### src/rtl/serial_frame_pkg.sv
// Shared types and constants for the framed serial transmitter.
// Holds the frame state enum, line levels and a frame-length helper.
package serial_frame_pkg;

   typedef enum logic [2:0] {
      IDLE,
      START,
      DATA,
      PARITY,
      STOP
   } frame_state_e;

   localparam logic LINE_IDLE  = 1'b1;
   localparam logic LINE_START = 1'b0;

   // Frame length in bits: start + data + optional parity + stop bits.
   function automatic int frame_len(input int width,
                                    input int parity_en,
                                    input int stop_bits);
      return 1 + width + parity_en + stop_bits;
   endfunction

endpackage

### src/rtl/serial_frame_tx_bit_tick.sv
// bit_tick_counter: counts 0..CLKS_PER_BIT-1 and flags each bit boundary.
// Ports: clk, rst (sync, active-high), clear (hold at 0), tick (last cycle of a bit).
module bit_tick_counter #(
   parameter int CLKS_PER_BIT = 4
) (
   input  logic clk,
   input  logic rst,
   input  logic clear,
   output logic tick
);

   localparam int CW = (CLKS_PER_BIT > 1) ? $clog2(CLKS_PER_BIT) : 1;

   logic [CW-1:0] cnt_q;
   logic [CW-1:0] cnt_d;

   // With CLKS_PER_BIT=1 the count stays 0 and every cycle ticks.
   assign tick = (cnt_q == CW'(CLKS_PER_BIT - 1));

   always_comb begin
      cnt_d = cnt_q + CW'(1);
      if (clear || tick) begin
         cnt_d = '0;
      end
   end

   always_ff @(posedge clk) begin
      if (rst) begin
         cnt_q <= '0;
      end else begin
         cnt_q <= cnt_d;
      end
   end

endmodule

### src/rtl/serial_frame_tx.sv
// Framed serial transmitter: start, data, optional even parity, stop bit(s).
// Ports: clk, rst, in_data/in_valid/in_ready handshake, tx line, busy, done pulse.
module serial_frame_tx
   import serial_frame_pkg::*;
#(
   parameter int WIDTH        = 8,
   parameter int CLKS_PER_BIT = 4,
   parameter int LSB_FIRST    = 1,
   parameter int PARITY_EN    = 0,
   parameter int STOP_BITS    = 1
) (
   input  logic             clk,
   input  logic             rst,
   input  logic [WIDTH-1:0] in_data,
   input  logic             in_valid,
   output logic             in_ready,
   output logic             tx,
   output logic             busy,
   output logic             done
);

   if (CLKS_PER_BIT < 1 || WIDTH < 1 ||
       (STOP_BITS != 1 && STOP_BITS != 2)) begin : g_bad_params
      $error("serial_frame_tx: illegal parameter set");
   end

   localparam int BW = $clog2(WIDTH + 2);

   frame_state_e     state_q, state_d;
   logic [BW-1:0]    bit_cnt_q, bit_cnt_d;
   logic [WIDTH-1:0] shift_q, shift_d;
   logic             parity_q, parity_d;
   logic             tx_q, tx_d;
   logic             busy_q, busy_d;
   logic             done_q, done_d;
   logic             tick;
   logic             clear;
   logic             out_bit;

   bit_tick_counter #(
      .CLKS_PER_BIT(CLKS_PER_BIT)
   ) u_tick (
      .clk  (clk),
      .rst  (rst),
      .clear(clear),
      .tick (tick)
   );

   assign in_ready = (state_q == IDLE);
   assign tx       = tx_q;
   assign busy     = busy_q;
   assign done     = done_q;

   always_comb begin
      state_d   = state_q;
      bit_cnt_d = bit_cnt_q;
      shift_d   = shift_q;
      parity_d  = parity_q;
      done_d    = 1'b0;
      clear     = 1'b0;
      unique case (state_q)
         IDLE: begin
            clear = 1'b1;
            if (in_valid) begin
               shift_d   = in_data;
               parity_d  = ^in_data;
               bit_cnt_d = '0;
               state_d   = START;
            end
         end
         START: begin
            if (tick) state_d = DATA;
         end
         DATA: begin
            if (tick) begin
               if (bit_cnt_q == BW'(WIDTH - 1)) begin
                  bit_cnt_d = '0;
                  state_d   = (PARITY_EN != 0) ? PARITY : STOP;
               end else begin
                  bit_cnt_d = bit_cnt_q + BW'(1);
                  shift_d   = (LSB_FIRST != 0) ? (shift_q >> 1)
                                               : (shift_q << 1);
               end
            end
         end
         PARITY: begin
            if (tick) state_d = STOP;
         end
         STOP: begin
            if (tick) begin
               if (bit_cnt_q == BW'(STOP_BITS - 1)) begin
                  bit_cnt_d = '0;
                  state_d   = IDLE;
                  done_d    = 1'b1;
               end else begin
                  bit_cnt_d = bit_cnt_q + BW'(1);
               end
            end
         end
         default: state_d = IDLE;
      endcase
   end

   // tx is registered, so its next value follows the next state.
   always_comb begin
      out_bit = (LSB_FIRST != 0) ? shift_d[0] : shift_d[WIDTH-1];
      tx_d    = LINE_IDLE;
      unique case (state_d)
         START:   tx_d = LINE_START;
         DATA:    tx_d = out_bit;
         PARITY:  tx_d = parity_d;
         default: tx_d = LINE_IDLE;
      endcase
      busy_d = (state_d != IDLE);
   end

   always_ff @(posedge clk) begin
      if (rst) begin
         state_q   <= IDLE;
         bit_cnt_q <= '0;
         shift_q   <= '0;
         parity_q  <= 1'b0;
         tx_q      <= LINE_IDLE;
         busy_q    <= 1'b0;
         done_q    <= 1'b0;
      end else begin
         state_q   <= state_d;
         bit_cnt_q <= bit_cnt_d;
         shift_q   <= shift_d;
         parity_q  <= parity_d;
         tx_q      <= tx_d;
         busy_q    <= busy_d;
         done_q    <= done_d;
      end
   end

endmodule

### config.mk
export PLATFORM = sky130hd
export DESIGN_NAME = serial_frame_tx
export DESIGN_NICKNAME = d
export VERILOG_FILES = /design/src/rtl/serial_frame_pkg.sv /design/src/rtl/serial_frame_tx_bit_tick.sv /design/src/rtl/serial_frame_tx.sv
export SDC_FILE = /design/constraint.sdc
export NUM_CORES = 1
export LEC_CHECK = 0
export ABC_CLOCK_PERIOD_IN_PS = 2500
export BUFFER_PORTS_ARGS = -buffer_cell sky130_fd_sc_hd__buf_2
export CORE_MARGIN = 4
export CORE_UTILIZATION = 55
export DETAILED_ROUTE_END_ITERATION = 8
export PLACE_DENSITY = 0.77
export SLEW_MARGIN = 20
export SYNTH_ARGS = -nofsm -noshare
export SYNTH_HDL_FRONTEND = slang
export SYNTH_SLANG_ARGS = --single-unit
export TNS_END_PERCENT = 1
### constraint.sdc
create_clock -name clk -period 2.5 [get_ports clk]
set_input_delay 0.5 -clock clk [delete_from_list [all_inputs] [get_ports clk]]
set_output_delay 0.5 -clock clk [all_outputs]
set_load 0.01 [all_outputs]
==> results.py <==
metrics = {
    "routing": {
        "wire_per_inst_um": 12.4,
        "first_pass_iters": 4,
        "wl_mm": 1.97,
        "drt_iter0_drc": 17,
        "via_per_inst": 5.72,
        "dr_total_vias": 909,
        "drc_errors": 0,
        "drtAntennaViolNets": 0,
    },
    "timing": {
        "hold_slack_ps": 439,
        "maxSlewViolCount": 0,
        "skew_ps": 7.61,
        "worst_slew_pin_slew_ps": 571,
        "period_share": 0.782,
        "fmax_mhz": 512,
        "finalHoldViolCount": 0,
        "setup_viol": 0,
        "setup_ws_ps": 545,
        "fin_crit_ps": 1950,
        "tns_ps": 0,
        "grt_setup_unrepaired": "false",
        "relSlewSlack": 0.619,
    },
    "power_and_ir_drop": {
        "leakage_nw": 0.461,
        "total_power_mw": 0.623,
        "irDropWorstVdd_mv": 0.379,
        "powerDensity_mw_per_mm2": 525,
    },
    "global_route": {
        "grt_pass1_vias": 794,
        "grt.overflow.total": 0,
        "antenna_found_initial": 0,
        "grt_use_total": 0.169,
        "grt_pass1_wl_mm": 3.46,
        "grt_start_max_net_pins": 22,
    },
    "yosys": {
        "syn_area_mm2": 0.00109,
        "netlist_instances": 124,
        "yosysWarningCount": 0,
        "synth_top_area_cell": "dfxtp_1",
        "netlist.area_leader.share": 0.386,
        "synth_cell_types": 40,
        "async_reset_ff_frac": 0,
        "synth-main-ff-cell": "dfxtp_1",
        "syn_nets": 138,
        "syn_area_per_cell_um2": 8.78,
        "synth_area_leaders": "dfxtp_1, a21oi_1, xnor2_1",
        "synth-seq-cells": 21,
        "synth_edf_count": 0,
        "seq_area_frac_synth": 0.386,
    },
    "finish": {
        "syn_to_final_growth_pct": 8.97,
        "n_antenna_cell": 0,
        "fill_cells": 168,
        "final_cell_mix": "dfxtp_1, a21oi_1, buf_2",
        "drive_gt1_frac": 0.157,
        "final_util": 0.658,
        "finalInstanceArea_mm2": 0.00119,
        "layout_commonest_cell": "dfxtp_1",
        "final_cells": 159,
        "fin_nets": 149,
    },
    "clock_network": {
        "insertion_delay_ps": 310,
        "cts.reportedPaths.clkPinSlew_ps": 110,
        "cts_inserted_buffers": 3,
        "ctsResizeCount": 0,
        "postCtsHoldBufs": 0,
        "cts_setup_buffers": 0,
        "clkSinkCount": 21,
        "clockRootBuffer": "clkbuf_4",
        "h-tree-depth": 1,
        "cts_tree": "done",
        "cts_max_path_buffers": 2,
    },
    "flow_run": {
        "max-cap-violations": 0,
    },
    "critical_path": {
        "r2r-end": "tx",
        "cp-start-kind": "flop",
        "r2r_slack_ps": 550,
        "worstSetupPathType": "reg -> reg",
        "cp-end-kind": "flop",
        "crit_arrival_ps": 2150,
        "r2r_start": "state_q[0]",
        "critPathBufInv": 1,
        "r2r_cells": 5,
        "crit_path_top_delay_cell": "dfxtp_1",
        "crit_fanout": 21,
        "cp.required_ps": 2700,
        "critical_path.cell_chain": "nor4b_1 -> buf_4 -> o21ba_1 -> a221oi_1 -> a31oi_1",
        "crit_family": "compound AO/OA/AOI/OAI gates",
        "critPathMaxStageDelay_ps": 500,
    },
    "floorplan": {
        "dieArea_mm2": 0.00275,
        "start_util": 0.604,
        "die_w_um": 52.5,
        "core-area_mm2": 0.00180,
        "pin_count": 15,
        "dieHeight_um": 52.5,
        "num_rows": 15,
    },
    "place": {
        "dp_hpwl_mm": 1.45,
        "pre_cts_ws_ps": 537,
        "placed_cells": 155,
        "gp_congestion": 0.728,
        "place_area_mm2": 0.00116,
        "io_buffers": 14,
    },
    "min_path": {
        "holdPathEnd": "u_tick.cnt_q[0]",
        "hold_start": "u_tick.cnt_q[0]",
        "hold_path_class": "reg -> reg",
        "hold-path-cell-count": 1,
    },
    "outcome": {
        "status": "finished, final reports clean",
    },
}
## kinds of logic (layout without fill, tap and decap cells)
family | Yosys count | count (layout) | share of synthesized area
muxes | 1 | 1 | 0.00920
xor gates and xnor gates | 7 | 7 | 0.0563
buffers and inverters | 12 | 22 | 0.0448
AOI/OAI and AO/OA | 38 | 38 | 0.228
DFF | 21 | 21 | 0.386
adders and majority gates | 3 | 3 | 0.0345
and+or+nand+nor | 42 | 42 | 0.241
## worst max path at each step
stage | start | end | slack (ps) | cells after the start
2_1_floorplan | u_tick.cnt_q[0] | bit_cnt_q[2] | 840 | 6
3_3_place_gp | in_valid | tx | 610 | 6
6_report | state_q[0] | tx | 550 | 5
3_5_place_dp | in_valid | tx | 540 | 6
5_1_grt | state_q[0] | tx | 260 | 5
4_1_cts | state_q[0] | tx | 530 | 5
## worst register-to-register path: stages (launching register included)
cell	delay (ps)
dfxtp_1	500
nor4b_1	370
buf_4	220
o21ba_1	250
a221oi_1	360
a31oi_1	130
## sequential cells by signal, indices dropped and copies added (netlist names)
signal,cells
bit_cnt_q,4
parity_q,1
state_q,3
u_tick.cnt_q,2
shift_q,8
tx,1
busy,1
done,1
## per-layer routing
| metal | global-route usage | vias to the layer above | routed length (um) |
|---|---|---|---|
| li1 | - | 469 | - |
| met1 | 0.212 | 419 | 907 |
| met2 | 0.264 | 16 | 933 |
| met3 | 0.0513 | 5 | 94 |
| met4 | 0.0766 | 0 | 34 |
| met5 | 0 | - | 0 |
## cell type report
type	instances	area, um2	area share
sequential	21	420	0.354
tap	25	31.3	0.0264
timing repair buffer	15	77.6	0.0654
inverter	3	11.3	0.00949
multi-input combinational	91	619	0.522
clock buffer	4	26.3	0.0222
## synth_stat cells, drive strengths merged, types with 2 or more instances
cell type	n
nand2	9
nor2	5
a22oi	8
o31ai	2
nor4b	2
nand3b	2
dfxtp	21
inv	3
o21ai	6
nor3	5
buf	4
xnor2	7
ha	3
or3b	2
or2	2
clkbuf	5
a21oi	14
nand2b	3
a31oi	2
nand3	2
## report_power, final
group | internal (mW) | switching, mW | total [mW]
sequential | 0.352 | 0.0147 | 0.367
combinational | 0.0464 | 0.0473 | 0.0937
clock | 0.0624 | 0.101 | 0.163
total | 0.461 | 0.163 | 0.623
Power figures use the tool's default switching activity.
